--- src/rtl/sodor_rand_instr_gen.sv ---
// Seeded LFSR-driven RV32I instruction source (I-type ALU and loads) with valid/ready handshake.
// Optional macro SODOR_GEN_RTYPE_EN adds R-type ALU instructions when lfsr[31:30] == 2'b11.
module sodor_rand_instr_gen #(
  parameter logic [31:0] SEED          = 32'd157,
  parameter int          NUM_REGS      = 32,
  parameter int          LOAD_WEIGHT   = 8,
  parameter logic [11:0] LOAD_IMM_MASK = 12'hFFF,
  parameter logic [31:0] NUM_INSTRS    = 32'd0
) (
  input  logic        i_clk,
  input  logic        i_reset,
  input  logic        i_start,
  input  logic        i_instr_ready,
  output logic [31:0] o_instr,
  output logic        o_instr_valid,
  output logic [31:0] o_instr_count,
  output logic        o_done
);

  localparam logic [31:0] SEED_EFF   = (SEED == 32'd0) ? 32'd1 : SEED;
  localparam logic [4:0]  REG_MASK   = 5'(NUM_REGS - 1);
  localparam logic [4:0]  LOAD_LIMIT = 5'(LOAD_WEIGHT);
  localparam logic [31:0] NOP        = 32'h0000_0013;

  typedef enum logic [1:0] {IDLE, RUN, DONE} state_t;

  state_t      r_state;
  logic [31:0] r_lfsr;
  logic [31:0] r_count;
  logic        r_valid;
  logic        r_done;

  logic [31:0] w_lfsrNext;
  logic [31:0] w_countNext;
  logic        w_handshake;
  logic [4:0]  w_rs1;
  logic [4:0]  w_rd;
  logic [2:0]  w_f3;
  logic [11:0] w_aluImm;
  logic [31:0] w_genWord;

  assign w_lfsrNext  = {r_lfsr[30:0], r_lfsr[31] ^ r_lfsr[21] ^ r_lfsr[1] ^ r_lfsr[0]};
  assign w_countNext = r_count + 32'd1;
  assign w_handshake = r_valid & i_instr_ready;
  assign w_rs1       = r_lfsr[16:12] & REG_MASK;
  assign w_rd        = r_lfsr[24:20] & REG_MASK;
  assign w_f3        = r_lfsr[19:17];

`ifdef SODOR_GEN_RTYPE_EN
  logic [4:0] w_rs2;
  logic [6:0] w_f7;
  assign w_rs2 = r_lfsr[4:0] & REG_MASK;
  assign w_f7  = (r_lfsr[5] && (w_f3 == 3'd0 || w_f3 == 3'd5)) ? 7'h20 : 7'h00;
`endif

  // The word is decoded from the current LFSR state, so it holds while stalled.
  always_comb begin
    case (w_f3)
      3'd1:    w_aluImm = r_lfsr[11:0] & 12'h01F;
      3'd5:    w_aluImm = r_lfsr[11:0] & 12'h41F;
      default: w_aluImm = r_lfsr[11:0];
    endcase
    w_genWord = {w_aluImm, w_rs1, w_f3, w_rd, 7'b0010011};
    if ({1'b0, r_lfsr[29:26]} < LOAD_LIMIT) begin
      w_genWord = {r_lfsr[11:0] & LOAD_IMM_MASK, w_rs1, r_lfsr[25], 2'b00, w_rd, 7'b0000011};
    end
`ifdef SODOR_GEN_RTYPE_EN
    if (r_lfsr[31:30] == 2'b11) begin
      w_genWord = {w_f7, w_rs2, w_rs1, w_f3, w_rd, 7'b0110011};
    end
`endif
  end

  assign o_instr       = (r_state == RUN) ? w_genWord : NOP;
  assign o_instr_valid = r_valid;
  assign o_instr_count = r_count;
  assign o_done        = r_done;

  always_ff @(posedge i_clk) begin
    if (i_reset) begin
      r_state <= IDLE;
      r_lfsr  <= SEED_EFF;
      r_count <= 32'd0;
      r_valid <= 1'b0;
      r_done  <= 1'b0;
    end else begin
      case (r_state)
        IDLE: begin
          if (i_start) begin
            r_state <= RUN;
            r_valid <= 1'b1;
          end
        end
        RUN: begin
          if (w_handshake) begin
            r_lfsr  <= w_lfsrNext;
            r_count <= w_countNext;
            if (NUM_INSTRS != 32'd0 && w_countNext == NUM_INSTRS) begin
              r_state <= DONE;
              r_valid <= 1'b0;
              r_done  <= 1'b1;
            end
          end
        end
        DONE: begin
          r_valid <= 1'b0;
          r_done  <= 1'b1;
        end
        default: begin
          r_state <= IDLE;
          r_valid <= 1'b0;
        end
      endcase
    end
  end

endmodule

--- config.mk ---
export PLATFORM = sky130hd
export DESIGN_NAME = sodor_rand_instr_gen
export DESIGN_NICKNAME = d
export VERILOG_FILES = /design/src/rtl/sodor_rand_instr_gen.sv
export SDC_FILE = /design/constraint.sdc
export NUM_CORES = 1
export LEC_CHECK = 0
export ABC_AREA = 1
export CORE_MARGIN = 2
export CORE_UTILIZATION = 40
export DETAILED_ROUTE_END_ITERATION = 8
export GPL_ROUTABILITY_DRIVEN = 0
export PLACE_DENSITY = 0.66
export SLEW_MARGIN = 30
export SYNTH_ARGS = -nofsm -noshare
export SYNTH_HDL_FRONTEND = slang
export SYNTH_SLANG_ARGS = --single-unit
export TNS_END_PERCENT = 10
--- constraint.sdc ---
create_clock -name i_clk -period 1.58 [get_ports i_clk]
set_clock_uncertainty 0.1 [all_clocks]
set_input_delay 0.395 -clock i_clk [delete_from_list [all_inputs] [get_ports i_clk]]
set_output_delay 0.395 -clock i_clk [all_outputs]
set_load 0.005 [all_outputs]
==> results.tsv <==
stage	metric	value	unit
status	status	finished, violations left	
status	violations	setup timing	
setup_path	worst-path-max-fanout	7	
routing	wire_per_inst	12.03	um
synthesis	synth_top_family_by_area	simple AND/OR/NAND/NOR gates	
synthesis	synth_area_leaders	dfxtp_1 42%, nor2_1 10%, nand2_1 9.7%	
floorplan	core_area	7647	um2
synthesis	yosysTopAreaCellShare	41.55	%
synthesis	synthAdderAreaFrac	0.3995	%
finish	areaGrowthSynthToFinish	44.91	%
placement	dp_cells	658	
floorplan	die_h	92.49	um
synthesis	synth_compound_area_share	13.78	%
global_route	grt_max_degree	34	
synthesis	synth-simple-area-share	30.84	%
synthesis	ys_top_cells_by_count	85 x nor2_1, 81 x nand2_1, 69 x inv_1	
clock_network	clk_latency	0.35	ns
synthesis	synthFlopType	dfxtp_1	
setup_path	reg2reg_to	o_instr_count[24]	
pwr	p_per_area	779.8	nW/um2
placement	port_buffers	62	
floorplan	die_area	8553	um2
global_route	grt_first_pass_wirelength	14170	um
synthesis	seq_area_frac_synth	41.55	%
routing	vias	3300	
clock_network	ctsLongestPathBuffers	2	
min_path	hold_class	reg -> reg	
floorplan	ios	70	
global_route	antenna_found_initial	0	
placement	dp_hpwl	5828	um
synthesis	synth_edf_count	0	
routing	wirelength	8227	um
synthesis	syn_area_per_cell	6.721	um2
synthesis	yosysMostFrequentCell	nor2_1	
routing	ant_nets	0	
synthesis	synth_xor_area_share	1.119	%
synthesis	yosys.area.top_type	dfxtp_1	
pwr	p_leak	2.156	nW
setup_path	crit_arrival	1.23	ns
placement	dpl_worst_slack	-0.4707	ns
clock_network	cts_tree	yes	
clock_network	root_buffer	clkbuf_8	
finish	nNetsFinal	582	
timing	setup_slack	-0.1490	ns
synthesis	synthesis.area	3132	um2
setup_path	required	1.08	ns
clock_network	clk_pin_slew	0.07	ns
finish	n_fill_cell	722	
floorplan	start_util	40.95	%
finish	drive_gt1_share	31.27	%
finish	num_antenna_cells	0	
routing	dr_wl_met3	360	um
finish	multi_input_area	1625	um2
timing	fmax	0.5784	GHz
run	maxCapViolations	0	
routing	drc	0	
routing	wl_met1	3757	um
floorplan	die_w	92.49	um
setup_path	rr_startpoint	o_instr_valid	
synthesis	synth_mux_area_share	0	%
routing	viasPerCell	4.825	
timing	finalCriticalPeriod	1.729	ns
setup_path	critPathLaunchType	flop	
setup_path	r2r_slack	-0.09	ns
clock_network	clock-sinks	65	
clock_network	cts-buffers-inserted	9	
floorplan	fp-row-count	32	
finish	instances_no_fill	684	
pwr	vdd_drop_max	0.4952	mV
routing	routed-wl-met2	3928	um
setup_path	crit_end	o_instr[30]	
global_route	grt.overflow.total	0	
clock_network	cts_max_level	3	
routing	first_iter_violations	132	
timing	setup-tns-final	-2.381	ns
timing	rsz0062_at_grt	yes	
timing	post-route-period-util	109.4	%
synthesis	ys_ff_latch	65	
setup_path	worstSetupPathType	reg -> out	
synthesis	synthArstFlopShare	0	%
global_route	track_usage	20.69	%
synthesis	netlist_instances	466	
synthesis	yosys_warnings	0	
timing	setup_viol	37	
setup_path	worst_setup_path_end_kind	output port	
finish	seqCellArea	1361	um2
synthesis	synth_cell_types	32	
global_route	grt_pass1_vias	3180	
setup_path	startpoint	r_lfsr[17]	
routing	firstDrtPassIters	4	
setup_path	r2r_cells	10	
timing	hold_viol_final	0	
timing	finalMaxSlewViolations	0	
clock_network	postCtsHoldBufs	0	
routing	top_layer	met4	
-- power breakdown --
part	total, mW	leakage [nW]	internal, mW	switching [mW]
sequential	1.72	0.548	1.68	0.0396
clock	1.41	0.0974	0.769	0.643
combinational	0.402	1.51	0.194	0.208
-- critical path, stage by stage (launching register included) --
cell and delay [ns]:
dfxtp_2 0.32, inv_2 0.03, nor3_2 0.17, buf_6 0.17, a211oi_2 0.07, buf_2 0.13
-- cell type report --
cell class,instances,area share (%)
sequential,65,30.00
inverter,70,5.900
multi-input combinational,314,35.81
timing repair buffer,117,21.31
clock inverter,3,0.8823
tap,102,2.812
clock buffer,13,3.281
-- per-stage QoR --
stage          cell area, um2  hold slack (ns)  power, mW  utilization [%]
4_1_cts                  4466           0.3647      3.531            58.39
3_5_place_dp             4167           0.3603      2.117            54.48
2_1_floorplan            3151           0.3420      1.943                -
5_1_grt                  4538           0.3967      3.709            59.34
3_3_place_gp             4167           0.3555      2.110            54.48
6_report                 4538           0.3681      3.539            59.34
-- worst min path at each step --
stage / slack [ns] / cells after the start / start / endpoint
2_1_floorplan: 0.34 / 2 / r_lfsr[11] / r_lfsr[11]
6_report: 0.37 / 2 / o_instr_count[5] / o_instr_count[5]
4_1_cts: 0.36 / 1 / o_instr_count[18] / o_instr_count[18]
3_3_place_gp: 0.36 / 2 / r_lfsr[10] / r_lfsr[10]
3_5_place_dp: 0.36 / 2 / r_lfsr[8] / r_lfsr[8]
5_1_grt: 0.40 / 2 / o_instr_count[5] / o_instr_count[5]
-- layer usage --
metal | vias to the layer above | global-route usage (%)
li1 | 1682 | -
met1 | 1527 | 24.90
met2 | 76 | 34.79
met3 | 15 | 4.475
met4 | 0 | 10.32
met5 | - | 0
-- flip-flops by register name (all words and copies together), names as in the netlist --
register       cells
o_instr_count     32
o_instr_valid      1
r_lfsr            32
-- cells in the final DEF (no fill, tap or decap), types with 8 or more instances in the layout --
cell type and instances:
nor2_1 78, nand2_1 70, inv_1 62, buf_4 40
dfxtp_1 31, dlygate4sd2_1 30, a21oi_1 27, dfxtp_2 27
o21ai_0 22, buf_2 21, nand3_1 19, o21ai_1 16
buf_6 15, nand2_2 13, clkbuf_8 10, nor2_2 8
nand4_1 8
-- what timing repair did --
item                                    CTS  global route
gates cloned                              2             0
buffers inserted                          9             0
resized for setup                       212            47
endpoints found under the setup margin  108            83
pin swaps                                10            11
-- logic make-up (layout without fill, tap and decap cells) --
| family | Yosys count | count (layout) |
|---|---|---|
| XOR/XNOR | 4 | 4 |
| AO/OA/AOI/OAI | 80 | 80 |
| buffers and inverters | 93 | 203 |
| AND/OR/NAND/NOR | 221 | 222 |
| flip-flops | 65 | 65 |
| adder cells (fa/ha/maj) | 1 | 1 |
| other | 2 | 7 |
No activity file was read; power rests on OpenSTA's default activity.
